## src/rtl/pipeline_controller_pkg.sv

```systemverilog
// Shared definitions for the pipeline stall/flush sequencer: stall vector
// patterns, FSM state encodings, exception type codes and the default
// exception handler address.
package pipeline_controller_pkg;

  localparam int INST_ADDR_WIDTH = 32;
  localparam int SIGNAL_WIDTH    = 6;

  // stall[i] set with stall[i+1] clear makes buffer i+1 take a bubble.
  localparam logic [SIGNAL_WIDTH-1:0] STALL_NONE = 6'b000000;
  localparam logic [SIGNAL_WIDTH-1:0] STALL_ID   = 6'b000111;
  localparam logic [SIGNAL_WIDTH-1:0] STALL_EX   = 6'b001111;
  localparam logic [SIGNAL_WIDTH-1:0] STALL_MEM  = 6'b011111;

  typedef enum logic [1:0] {
    ST_RUN   = 2'd0,
    ST_MULTI = 2'd1,
    ST_FLUSH = 2'd2
  } ctrl_state_t;

  localparam logic EXC_GENERAL = 1'b0;
  localparam logic EXC_ERET    = 1'b1;

  localparam logic [INST_ADDR_WIDTH-1:0] EXCEPTION_VECTOR_DEFAULT = 32'h0000_0020;

  // Resolve competing hold requests: the deeper stage wins because its
  // pattern already freezes every earlier stage.
  function automatic logic [SIGNAL_WIDTH-1:0] select_stall(input logic mem_hold,
                                                           input logic ex_hold,
                                                           input logic id_hold);
    logic [SIGNAL_WIDTH-1:0] pattern;
    pattern = STALL_NONE;
    if (mem_hold)     pattern = STALL_MEM;
    else if (ex_hold) pattern = STALL_EX;
    else if (id_hold) pattern = STALL_ID;
    return pattern;
  endfunction

endpackage

```

## src/rtl/pipeline_controller_multicycle_counter.sv

```systemverilog
// Remaining-cycle counter for multi-cycle EX operations. Loads N-1 on start,
// counts down while advanced, freezes otherwise and clears on abort. Flags
// the last cycle (remaining == 1) and whether the counter still forces EX.
module pipeline_controller_multicycle_counter #(
  parameter int COUNT_WIDTH = 6
) (
  input  logic                   clock,
  input  logic                   reset,
  input  logic                   load,
  input  logic [COUNT_WIDTH-1:0] load_value,
  input  logic                   advance,
  input  logic                   abort,
  output logic [COUNT_WIDTH-1:0] remaining,
  output logic                   last,
  output logic                   active
);

  logic [COUNT_WIDTH-1:0] remaining_reg;
  logic [COUNT_WIDTH-1:0] remaining_next;

  // Abort beats load beats decrement; a zero counter never wraps.
  always_comb begin
    remaining_next = remaining_reg;
    if (abort) begin
      remaining_next = '0;
    end else if (load) begin
      remaining_next = load_value;
    end else if (advance && (remaining_reg != '0)) begin
      remaining_next = remaining_reg - COUNT_WIDTH'(1);
    end
  end

  // Counter register.
  always_ff @(posedge clock or posedge reset) begin
    if (reset) begin
      remaining_reg <= '0;
    end else begin
      remaining_reg <= remaining_next;
    end
  end

  assign remaining = remaining_reg;
  assign last      = (remaining_reg == COUNT_WIDTH'(1));
  assign active    = (remaining_reg > COUNT_WIDTH'(1));

endmodule

```

## src/rtl/pipeline_controller.sv

```systemverilog
// Central stall/flush sequencer for the 5-stage pipeline. Merges ID/EX/MEM
// hold requests, sequences multi-cycle EX operations with an internal
// counter and issues a one-cycle flush carrying the handler PC on exceptions.
// Optional build macro STALL_STATS_EN adds saturating stall/flush counters.
module pipeline_controller
  import pipeline_controller_pkg::*;
#(
  parameter int                         COUNT_WIDTH      = 6,
  parameter logic [INST_ADDR_WIDTH-1:0] EXCEPTION_VECTOR = EXCEPTION_VECTOR_DEFAULT
) (
  input  logic                       clock,
  input  logic                       reset,
  input  logic                       id_stall_request,
  input  logic                       ex_stall_request,
  input  logic                       mem_stall_request,
  input  logic                       ex_multicycle_start,
  input  logic [COUNT_WIDTH-1:0]     ex_multicycle_cycles,
  input  logic                       exception_valid,
  input  logic                       exception_type,
  input  logic [INST_ADDR_WIDTH-1:0] exception_epc,
  output logic [SIGNAL_WIDTH-1:0]    stall,
  output logic                       flush,
  output logic [INST_ADDR_WIDTH-1:0] new_program_counter,
  output logic                       ex_multicycle_done,
  output logic                       busy
`ifdef STALL_STATS_EN
  ,
  output logic [31:0]                stall_cycle_count,
  output logic [15:0]                flush_count
`endif
);

  ctrl_state_t state_reg;
  ctrl_state_t state_next;

  logic                       flush_reg;
  logic                       flush_next;
  logic                       done_reg;
  logic                       done_next;
  logic [INST_ADDR_WIDTH-1:0] new_pc_reg;
  logic [INST_ADDR_WIDTH-1:0] new_pc_next;
  logic [INST_ADDR_WIDTH-1:0] handler_pc;

  logic                       counter_load;
  logic                       counter_advance;
  logic                       counter_abort;
  logic [COUNT_WIDTH-1:0]     counter_remaining;
  logic                       counter_last;
  logic                       counter_active;
  logic                       counter_hold_ex;
  logic                       multi_start_long;

  // An op of N cycles holds EX for N-1 cycles, so only N >= 2 enters MULTI.
  assign multi_start_long = ex_multicycle_start && (ex_multicycle_cycles > COUNT_WIDTH'(1));

  pipeline_controller_multicycle_counter #(
    .COUNT_WIDTH (COUNT_WIDTH)
  ) u_multicycle_counter (
    .clock      (clock),
    .reset      (reset),
    .load       (counter_load),
    .load_value (ex_multicycle_cycles - COUNT_WIDTH'(1)),
    .advance    (counter_advance),
    .abort      (counter_abort),
    .remaining  (counter_remaining),
    .last       (counter_last),
    .active     (counter_active)
  );

  // Pick the flush target from the exception type.
  always_comb begin
    handler_pc = EXCEPTION_VECTOR;
    case (exception_type)
      EXC_GENERAL: handler_pc = EXCEPTION_VECTOR;
      EXC_ERET:    handler_pc = exception_epc;
    endcase
  end

  // FSM state register.
  always_ff @(posedge clock or posedge reset) begin
    if (reset) begin
      state_reg <= ST_RUN;
    end else begin
      state_reg <= state_next;
    end
  end

  // Next-state logic, counter control, registered-output next values and
  // the combinational stall vector.
  always_comb begin
    state_next      = state_reg;
    counter_load    = 1'b0;
    counter_advance = 1'b0;
    counter_abort   = 1'b0;
    counter_hold_ex = 1'b0;
    flush_next      = 1'b0;
    done_next       = 1'b0;
    new_pc_next     = new_pc_reg;
    stall           = STALL_NONE;

    unique case (state_reg)
      ST_RUN: begin
        if (exception_valid) begin
          // Exception wins over a same-cycle start; the counter stays idle.
          state_next  = ST_FLUSH;
          flush_next  = 1'b1;
          new_pc_next = handler_pc;
        end else if (multi_start_long) begin
          state_next      = ST_MULTI;
          counter_load    = 1'b1;
          counter_hold_ex = 1'b1;
        end else if (ex_multicycle_start) begin
          // Zero/one-cycle ops finish immediately without stalling.
          done_next = 1'b1;
        end
      end
      ST_MULTI: begin
        counter_hold_ex = counter_active;
        if (exception_valid) begin
          state_next    = ST_FLUSH;
          counter_abort = 1'b1;
          flush_next    = 1'b1;
          new_pc_next   = handler_pc;
        end else if (!mem_stall_request) begin
          // A MEM wait freezes the count; otherwise one EX cycle elapses.
          counter_advance = 1'b1;
          if (counter_last) begin
            state_next = ST_RUN;
            done_next  = 1'b1;
          end
        end
      end
      ST_FLUSH: begin
        state_next = ST_RUN;
      end
      default: begin
        state_next = ST_RUN;
      end
    endcase

    // Flush cycles and reset force an empty stall vector.
    if (!reset && (state_reg != ST_FLUSH)) begin
      stall = select_stall(mem_stall_request,
                           ex_stall_request || counter_hold_ex,
                           id_stall_request);
    end
  end

  // Registered flush, handler PC and done pulse.
  always_ff @(posedge clock or posedge reset) begin
    if (reset) begin
      flush_reg  <= 1'b0;
      done_reg   <= 1'b0;
      new_pc_reg <= '0;
    end else begin
      flush_reg  <= flush_next;
      done_reg   <= done_next;
      new_pc_reg <= new_pc_next;
    end
  end

  assign flush               = flush_reg;
  assign ex_multicycle_done  = done_reg;
  assign new_program_counter = new_pc_reg;
  assign busy                = !reset && (state_reg != ST_RUN);

`ifdef STALL_STATS_EN
  logic [31:0] stall_cycle_count_reg;
  logic [15:0] flush_count_reg;

  // Saturating counts of PC-stall cycles and flush cycles.
  always_ff @(posedge clock or posedge reset) begin
    if (reset) begin
      stall_cycle_count_reg <= '0;
      flush_count_reg       <= '0;
    end else begin
      if (stall[0] && (stall_cycle_count_reg != '1)) begin
        stall_cycle_count_reg <= stall_cycle_count_reg + 32'd1;
      end
      if (flush_reg && (flush_count_reg != '1)) begin
        flush_count_reg <= flush_count_reg + 16'd1;
      end
    end
  end

  assign stall_cycle_count = stall_cycle_count_reg;
  assign flush_count       = flush_count_reg;
`endif

endmodule

```

## config.mk

```make
export PLATFORM = sky130hd
export DESIGN_NAME = pipeline_controller
export DESIGN_NICKNAME = d
export VERILOG_FILES = /design/src/rtl/pipeline_controller_pkg.sv /design/src/rtl/pipeline_controller_multicycle_counter.sv /design/src/rtl/pipeline_controller.sv
export SDC_FILE = /design/constraint.sdc
export NUM_CORES = 1
export LEC_CHECK = 0
export ABC_CLOCK_PERIOD_IN_PS = 7400
export CAP_MARGIN = 20
export CORE_ASPECT_RATIO = 1.25
export CORE_MARGIN = 4
export CORE_UTILIZATION = 45
export DETAILED_ROUTE_END_ITERATION = 8
export GPL_TIMING_DRIVEN = 1
export MAX_ROUTING_LAYER = met4
export PLACE_DENSITY = 0.84
export REMOVE_ABC_BUFFERS = 1
export SYNTH_ARGS = -nofsm -noshare
export SYNTH_HDL_FRONTEND = slang
export SYNTH_SLANG_ARGS = --single-unit
```

## constraint.sdc

```tcl
create_clock -name clock -period 7.4 [get_ports clock]
set_input_delay 1.85 -clock clock [delete_from_list [all_inputs] [get_ports clock]]
set_output_delay 1.85 -clock clock [all_outputs]
set_load 0.01 [all_outputs]
```

After elaboration in Yosys (flattened, before gate mapping) --
Index checks and enable logic that the tools add are counted.
Storage, ports and cells: flip-flop bits (word level) 42, input port bits 46, output and inout bits 41, logic and storage cells 60
Operators by class: $add $sub $neg 2, $lt $le $gt $ge 2, eq/ne operators 6, multiplexer cells 31, bitwise operators 1, reductions and logical operators 13
Operator list (number):
- $pmux W32 S2 | 1
- $mux W6 | 3
- $mux W1 | 15
- $gt A6 B1 Y1 const B | 2
- $sub A6 B1 Y6 const B | 2
- $mux W2 | 5
- $mux W5 | 2
- $ne A3 B3 Y1 const B | 3
- $eq A6 B1 Y1 const B | 1
- $reduce_bool A6 Y1 | 1
- $logic_and A1 B1 Y1 | 4
- $mux W4 | 1
- $pmux W1 S2 | 2
- $pmux W2 S2 | 1
- $mux W3 | 1
- $reduce_and A3 Y1 | 1
- $reduce_bool A3 Y1 | 1
- $eq A2 B1 Y1 const B | 1
- $logic_not A2 Y1 | 1
- $ne A2 B2 Y1 const B | 1
- $reduce_and A2 Y1 | 1
- $reduce_bool A2 Y1 | 1
- $reduce_or A2 Y1 | 1
- $logic_not A1 Y1 | 1
- other kinds (2) | 2

Depth between registers and ports, before layout --
Gate-level depths: netlist of the first run.
depth in word-level cells 9, depth in mapped cells 7, gate-level depth less buffers 6

Hierarchy --
Synthesis of the first run repeated with hierarchy kept, for this count alone.
Second synthesis, totals: cells, all modules 241, area, all modules 2068.2 um^2
By module, submodules not included:
- pipeline_controller | instances 1, cells each 187, area each 1617.8 um^2, seq. area each 900.9 um^2
- pipeline_controller_multicycle_counter | instances 1, cells each 54, area each 450.4 um^2, seq. area each 150.1 um^2

Worst setup path before layout of the first run --
Ideal clock, no wire load.
path type input to output, start point in ex_multicycle_cycles[4], end point out stall[1], data arrival time 3155 ps, required time 5550 ps, setup slack 2395 ps, cell stages on the path 5, path through or3_4 > o31ai_4 > o311ai_1 > o21a_1 > buf_4
On the way: word-level cells in the longest chain between the ends 9
RTL lines:
- from (decl) | RTL line pipeline_controller.sv:17 | input logic [COUNT_WIDTH-1:0] ex_multicycle_cycles,
- $gt A6 B1 Y1 | RTL line pipeline_controller.sv:54 | assign multi_start_long = ex_multicycle_start && (ex_multicycle_cycles > COUNT_WIDTH'(1));
- $logic_and A1 B1 Y1 | RTL line pipeline_controller.sv:54
- $mux W1 | RTL line pipeline_controller.sv:108 | end else if (multi_start_long) begin
- $mux W1 | RTL line pipeline_controller.sv:103 | if (exception_valid) begin
- $pmux W1 S2 | RTL line pipeline_controller.sv:101 | unique case (state_reg)
- $logic_or A1 B1 Y1 | RTL line pipeline_controller.sv:144 | ex_stall_request || counter_hold_ex,
- $mux W4 | RTL line pipeline_controller_pkg.sv:34 | else if (ex_hold) pattern = STALL_EX;
- $mux W5 | RTL line pipeline_controller_pkg.sv:33 | if (mem_hold) pattern = STALL_MEM;
- $mux W5 | RTL line pipeline_controller.sv:142 | if (!reset && (state_reg != ST_FLUSH)) begin
- to (decl) | RTL line pipeline_controller.sv:21 | output logic [SIGNAL_WIDTH-1:0] stall,
Every way passes these cells.

Worst setup path after layout of the first run --
start point in ex_multicycle_cycles[2], end point out stall[1]
The elaborated chain is that of the path after synthesis.

==> qor.txt, run 1 <==
total grt overflow: 0
routed len/inst: 14.1 um
switch share: 0.298
crit share post-route: 0.799
CTS tree: built
Via Count: 1883
Initial DRC Count: 104
top layer in use: met4
Worst path most repeated cell: clkdlybuf4s50_1
Crit path max-delay family: buffers and inverters
Clock Path Buffers: 2
starting density of the core: 0.466
die area: 5740 sq um
Seq. cell area: 1050 sq um
Pint: 0.000424 W
# hold bufs at CTS: 0
data arrival time of the worst path: 4.06 ns
htree depth: 2
area post-placement: 2930 sq um
FILL cells: 338
Syn. warnings: 0
Final Hold Fails: 0
area grow syn2layout: 46.5%
Total Routing Usage GR: 0.201
clk_skew: 0.00378 ns
Routed met2 length: 2.49 mm
Yosys reg bits: 42
reg-to-reg critical path startpoint: state_reg[1]$_DFFE_PP0P_
DRT Pass-1 Iters: 6
Antenna diodes: 0
TritonCTS sink count: 42
Crit Path Max Fanout: 9
fmax: 169 MHz
Critical Path Source Type: input port
leakage: 1.40 nW
Sw Pwr: 0.000180 W
met1 WL: 2.14 mm
Pins Over Slew Limit: 0
register share of total power: 0.464
TNS Setup: 0 ns
metal3 WL: 505 um
Vias/cell: 5.09
drt drc: 0
I/O pin count: 87
Min-Delay Startpoint: new_program_counter[2]$_DFFE_PP0P_
initial antenna violation count: 0
PortBufs: 85
Worst-Skew Late Latency: 0.29 ns
Slowest-stage cell, CP: clkdlybuf4s50_1
row count: 27
antenna-violating nets left: 0
max-cap check violation count: 0
fin area: 3020 sq um
relative slew slack: 0.280
Largest register FFs: 32
RSZ-0062 raised after global routing: false
pwr dens: 200 nW/um^2
Setup-failing EPs final: 0
Slew @ Worst Pin: 1.08 ns
clock root buffer: clkbuf_8
share of cells above drive strength 1: 0.0545
clock buffer count from CTS: 5
Net count, final: 361
worst hold path type: flip-flop to flip-flop
critical path depth: 6
worst setup path category: input port to primary output
first-pass GRT wire length: 8.57 mm
power share of the clock group: 0.248
Die Span Y: 83.7 um
Total Wirelength: 5.22 mm
gpl congestion: 0.935
VDD IR max: 0.000154 V
status: finished clean
Buf+Inv Stages, Crit Path: 2
vias in the first global route: 1935
CP Launch Point: ex_multicycle_cycles[2]
fin crit period: 5.91 ns
cells on worst reg2reg path: 5
Worst Hold Depth: 2
Worst-path clk slew: 0.07 ns
Core Footprint: 4430 sq um
post-synthesis sequential area ratio: 0.510
die span in x: 68.5 um
Gates resized, CTS repair: 0
dpl hpwl: 3.70 mm
cells after synthesis: 231
synthesized area per cell: 8.93 sq um
CP Cell Sequence: clkdlybuf4s50_1 -> or3_4 -> o31ai_4 -> o311ai_1 -> o21a_1 -> clkdlybuf4s50_1
postcts setup bufs: 0
Critical Path RT: 5.55 ns
largest net degree at the start of global routing: 43
Mapped Area: 2060 sq um
Combinational Power Share: 0.288
crit-path max cell delay: 0.48 ns
Cell variety after synth: 40
Multi-input gate area: 895 sq um
kind of end point of the critical path: primary output
routing by layer:
layer | up-vias | global-route usage
met5 | - | -
met4 | 0 | 0.0687
met3 | 7 | 0.0809
met2 | 77 | 0.321
met1 | 873 | 0.222
li1 | 926 | -
kinds of logic after synthesis:
kind of cell,synth area share
AO/OA/AOI/OAI,0.0856
adder cells (fa/ha/maj),0.0243
XOR/XNOR,0.0170
AND/OR/NAND/NOR,0.300
other,0.00182
buffers and inverters,0.0564
multiplexers,0.00546
flip-flops,0.510
per-stage QoR:
step | instances | hold slack [ns] | setup WS [ns] | utilization | power, W
detailed placement | 362 | 0.455 | 1.49 | 0.662 | 0.000459
floorplan | 217 | 0.507 | 2.49 | - | 0.000363
global placement | 362 | 0.448 | 1.54 | 0.662 | 0.000454
global route | 370 | 0.501 | 1.41 | 0.682 | 0.000643
finish | 370 | 0.464 | 1.49 | 0.682 | 0.000604
CTS | 370 | 0.472 | 1.48 | 0.682 | 0.000612
cells in the mapped netlist (all sizes together):
cell,count,area (sq um)
a21oi,3,15.0
o21ai,5,36.3
clkbuf,8,30.0
o21a,2,15.0
inv,12,45.0
o31ai,2,28.8
nor2,9,36.3
o41ai,1,8.76
nand2b,1,6.26
dfrtp,42,1050
nand3,34,170
and2,2,12.5
nand3b,2,15.0
nor4b,2,38.8
a2bb2oi,2,17.5
nand2,69,259
nand4,2,12.5
nor3b,1,7.51
ha,4,50.1
xor2,2,17.5
conb,1,3.75
and3,1,6.26
or4,1,11.3
nor3,5,25.0
o311ai,2,17.5
or3,2,17.5
a22oi,1,7.51
mux2,1,11.3
xnor2,2,17.5
buf,6,41.3
o31a,2,17.5
a31oi,2,12.5
power groups by stage:
stage               sequential (W)  combinational (W)  clock [W]
floorplan                 0.000291          0.0000721          0
global placement          0.000283           0.000171          0
detailed placement        0.000284           0.000175          0
CTS                       0.000280           0.000176   0.000155
global route              0.000286           0.000190   0.000167
finish                    0.000280           0.000174   0.000150
worst reg2reg max path, cell delays in order (launching register included):
cell      delay (ns)
dfrtp_1         0.48
nand2b_1        0.19
buf_4           0.25
inv_2           0.46
nand3_1         0.18
nand2_1         0.15
cell usage in the layout, fill, tap and decap left out, types with 2 or more instances in the layout:
master,Yosys,routed
o21ai_1,4,4
nand3b_1,2,2
dfrtp_1,42,42
nand2_1,69,69
inv_1,11,11
a31oi_1,2,2
o311ai_1,2,2
clkdlybuf4s50_1,0,85
nand3_1,34,34
ha_1,4,4
nor2_1,8,8
o31a_1,2,2
xnor2_1,2,2
xor2_1,2,2
nand4_1,2,2
and2_1,2,2
a2bb2oi_1,2,2
buf_4,3,2
o21a_1,2,2
clkbuf_8,0,6
a21oi_1,3,3
nor3_1,5,5
cell type report:
cell class / count / area share
Sequential cell: 42 / 0.348
Multi-Input combinational cell: 163 / 0.296
Timing Repair Buffer: 87 / 0.287
Clock buffer: 7 / 0.0286
Tap cell: 58 / 0.0240
Inverter: 12 / 0.0149
Clock inverter: 1 / 0.00166
final timing paths:
path | endpoint | slack [ns]
hold / removal | new_program_counter[2]$_DFFE_PP0P_ | 0.46
min in group asynchronous | state_reg[1]$_DFFE_PP0P_ | 2.06
max in group asynchronous | new_program_counter[2]$_DFFE_PP0P_ | 4.98
setup reg to reg | new_program_counter[7]$_DFFE_PP0P_ | 5.62
hold reg to reg | new_program_counter[2]$_DFFE_PP0P_ | 0.46
setup / recovery | stall[1] | 1.49
Note: power is estimated with default switching activity, not from simulation.
==> run 2: changes to the inputs <==
--- a/config.mk
+++ b/config.mk
@@ -5,15 +5,15 @@
 export SDC_FILE = /design/constraint.sdc
 export NUM_CORES = 1
 export LEC_CHECK = 0
-export ABC_CLOCK_PERIOD_IN_PS = 7400
+export ABC_CLOCK_PERIOD_IN_PS = 5600
 export CAP_MARGIN = 20
 export CORE_ASPECT_RATIO = 1.25
 export CORE_MARGIN = 4
-export CORE_UTILIZATION = 45
+export CORE_UTILIZATION = 42
 export DETAILED_ROUTE_END_ITERATION = 8
 export GPL_TIMING_DRIVEN = 1
 export MAX_ROUTING_LAYER = met4
-export PLACE_DENSITY = 0.84
+export PLACE_DENSITY = 0.79
 export REMOVE_ABC_BUFFERS = 1
 export SYNTH_ARGS = -nofsm -noshare
 export SYNTH_HDL_FRONTEND = slang
==> constraint.sdc (replaced) <==
create_clock -name clock -period 5.6 [get_ports clock]
set_input_delay 1.4 -clock clock [delete_from_list [all_inputs] [get_ports clock]]
set_output_delay 1.4 -clock clock [all_outputs]
set_load 0.01 [all_outputs]
==> qor.txt, run 2 (synthesis results as in run 1) <==
starting density of the core: 0.436 (-0.0300)
share of cells above drive strength 1: 0.0575 (+0.00302)
Vias/cell: 4.98 (-2.1%)
Worst R2R End: u_multicycle_counter.remaining[1]$_DFFE_PP0P_
DRT Pass-1 Iters: 4 (-2)
drt drc: 0 (unchanged)
first-pass GRT wire length: 8.18 mm (-4.5%)
cells on worst reg2reg path: 4 (-1)
PortBufs: 85 (unchanged)
Antenna diodes: 0 (unchanged)
Routed met2 length: 2.45 mm (-1.4%)
Largest register FFs: 32 (unchanged)
Post-Layout Cell Count: 373 (+0.81%)
met1 WL: 2.12 mm (-0.79%)
Buf+Inv Stages, Crit Path: 2 (unchanged)
Gates resized, CTS repair: 0 (unchanged)
Total Power: 0.000793 W (+31%)
Critical Path Source Type: input port
CP Cell Sequence: clkdlybuf4s50_1 -> or3_4 -> o31ai_4 -> o311ai_1 -> o21a_1 -> clkdlybuf4s50_1
Combinational Power Share: 0.290 (+0.002)
CP Launch Point: ex_multicycle_cycles[2]
Slowest-stage cell, CP: clkdlybuf4s50_1
TNS Setup: 0 ns (unchanged)
routed len/inst: 13.4 um (-5.1%)
reg-to-reg critical path startpoint: u_multicycle_counter.remaining[2]$_DFFE_PP0P_
vias in the first global route: 1869 (-3.4%)
Critical Path RT: 4.20 ns (-1.35 ns)
CP Capture Point: stall[0]
status: finished clean
fin crit period: 5.06 ns
Total Wirelength: 4.99 mm (-4.3%)
gpl congestion: 0.882 (-5.7%)
top layer in use: met4
# hold bufs at CTS: 0 (unchanged)
data arrival time of the worst path: 3.66 ns (-0.40 ns)
worst hold path type: flip-flop to flip-flop
Clock Path Buffers: 2 (unchanged)
Crit Path Max Fanout: 9 (unchanged)
Worst path most repeated cell: clkdlybuf4s50_1
Setup-failing EPs final: 0 (unchanged)
total grt overflow: 0 (unchanged)
power share of the clock group: 0.243 (-0.005)
fmax: 198 MHz
Slew @ Worst Pin: 0.557 ns (-0.519 ns)
switch share: 0.292 (-0.00564)
CTS tree: built
crit share post-route: 0.903
leakage: 1.40 nW (+0.26%)
crit-path max cell delay: 0.48 ns (about the same)
register share of total power: 0.467 (+0.003)
initial antenna violation count: 0 (unchanged)
antenna-violating nets left: 0 (unchanged)
metal3 WL: 361 um (-29%)
Pins Over Slew Limit: 0 (unchanged)
VDD IR max: 0.000145 V (-5.6%)
Pint: 0.000561 W (+32%)
dpl hpwl: 3.63 mm (-2.0%)
Placed Cells: 364 (+0.55%)
worst reg2reg setup slack: 3.89 ns (-1.73 ns)
die span in x: 70.7 um (+3.1%)
Final Hold Fails: 0 (unchanged)
row count: 28 (+3.7%)
Die Span Y: 86.3 um (+3.2%)
critical path depth: 6 (unchanged)
worst setup path category: input port to primary output
Sw Pwr: 0.000232 W (+29%)
pwr dens: 261 nW/um^2 (+31%)
kind of end point of the critical path: primary output
Crit path max-delay family: buffers and inverters
Total Routing Usage GR: 0.174 (-0.0271)
relative slew slack: 0.628 (+0.348)
Worst-path clk slew: 0.07 ns (about the same)
Net count, final: 362 (+0.28%)
TritonCTS sink count: 42 (unchanged)
RSZ-0062 raised after global routing: false
most common cell after layout, fill and taps aside: clkdlybuf4s50_1
clock root buffer: clkbuf_8
clock buffer count from CTS: 5 (unchanged)
commonest non-fill, non-tap cells in the layout: 85 x clkdlybuf4s50_1, 69 x nand2_1, 42 x dfrtp_1
max-cap check violation count: 0 (unchanged)
clk_skew: 0.00358 ns (-0.000205 ns)
htree depth: 2 (unchanged)
Core Footprint: 4730 sq um (+6.9%)
largest net degree at the start of global routing: 43 (unchanged)
Worst-Skew Late Latency: 0.28 ns (about the same)
postcts setup bufs: 0 (unchanged)
Initial DRC Count: 136 (+31%)
die area: 6100 sq um (+6.4%)
I/O pin count: 87 (unchanged)
area grow syn2layout: 47.3%
Via Count: 1858 (-1.3%)
[run 2: worst min-delay path: stages (launching register included)]
cell and delay (ns):
dfrtp_1 0.34, nand2_1 0.05, nand2_1 0.04
[run 2: power by group through the flow]
stage / registers [W] / logic (W) / clock network, W
CTS: 0.000370 / 0.000231 / 0.000202
finish: 0.000370 / 0.000230 / 0.000193
global route: 0.000376 / 0.000251 / 0.000217
global placement: 0.000375 / 0.000226 / 0
floorplan: 0.000384 / 0.0000953 / 0
detailed placement: 0.000375 / 0.000230 / 0
[run 2: per-layer routing]
| layer | vias to the layer above | GRT usage |
|---|---|---|
| li1 | 924 | - |
| met1 | 865 | 0.205 |
| met2 | 63 | 0.297 |
| met3 | 6 | 0.0429 |
| met4 | 0 | 0.0479 |
| met5 | - | - |
[run 2: through the flow]
step	cell area, sq um	worst slack [ns]	utilization	hold slack [ns]
after floorplan	1990	1.59	-	0.507
after global placement	2930	0.603	0.620	0.448
after detailed placement	2930	0.549	0.620	0.455
after CTS	3020	0.541	0.639	0.473
after global routing	3040	0.435	0.642	0.499
final	3040	0.544	0.642	0.465
[run 2: worst min-delay path by stage]
stage / start / endpoint / slack (ns) / cells after the start
floorplan: new_program_counter[0]$_DFFE_PP0P_ / new_program_counter[0]$_DFFE_PP0P_ / 0.51 / 2
global placement: new_program_counter[18]$_DFFE_PP0P_ / new_program_counter[18]$_DFFE_PP0P_ / 0.45 / 2
detailed placement: new_program_counter[4]$_DFFE_PP0P_ / new_program_counter[4]$_DFFE_PP0P_ / 0.46 / 2
CTS: new_program_counter[29]$_DFFE_PP0P_ / new_program_counter[29]$_DFFE_PP0P_ / 0.47 / 2
global route: new_program_counter[13]$_DFFE_PP0P_ / new_program_counter[13]$_DFFE_PP0P_ / 0.50 / 2
finish: new_program_counter[4]$_DFFE_PP0P_ / new_program_counter[4]$_DFFE_PP0P_ / 0.46 / 2
[run 2: final cells by class]
class                           instances  area, sq um
Clock inverter                          1         5.00
Tap cell                               60         75.1
Multi-Input combinational cell        163          895
Fill cell                             419         1690
Sequential cell                        42         1050
Timing Repair Buffer                   88          881
Inverter                               12         45.0
Clock buffer                            7         86.3
==> run 3: changes to the inputs <==
--- a/config.mk
+++ b/config.mk
@@ -15,6 +15,7 @@
 export MAX_ROUTING_LAYER = met4
 export PLACE_DENSITY = 0.79
 export REMOVE_ABC_BUFFERS = 1
+export SETUP_SLACK_MARGIN = 0.15
 export SYNTH_ARGS = -nofsm -noshare
 export SYNTH_HDL_FRONTEND = slang
 export SYNTH_SLANG_ARGS = --single-unit
==> results of run 3 <==
Same layout as run 2: the final DEF is identical, and so are final timing and power.
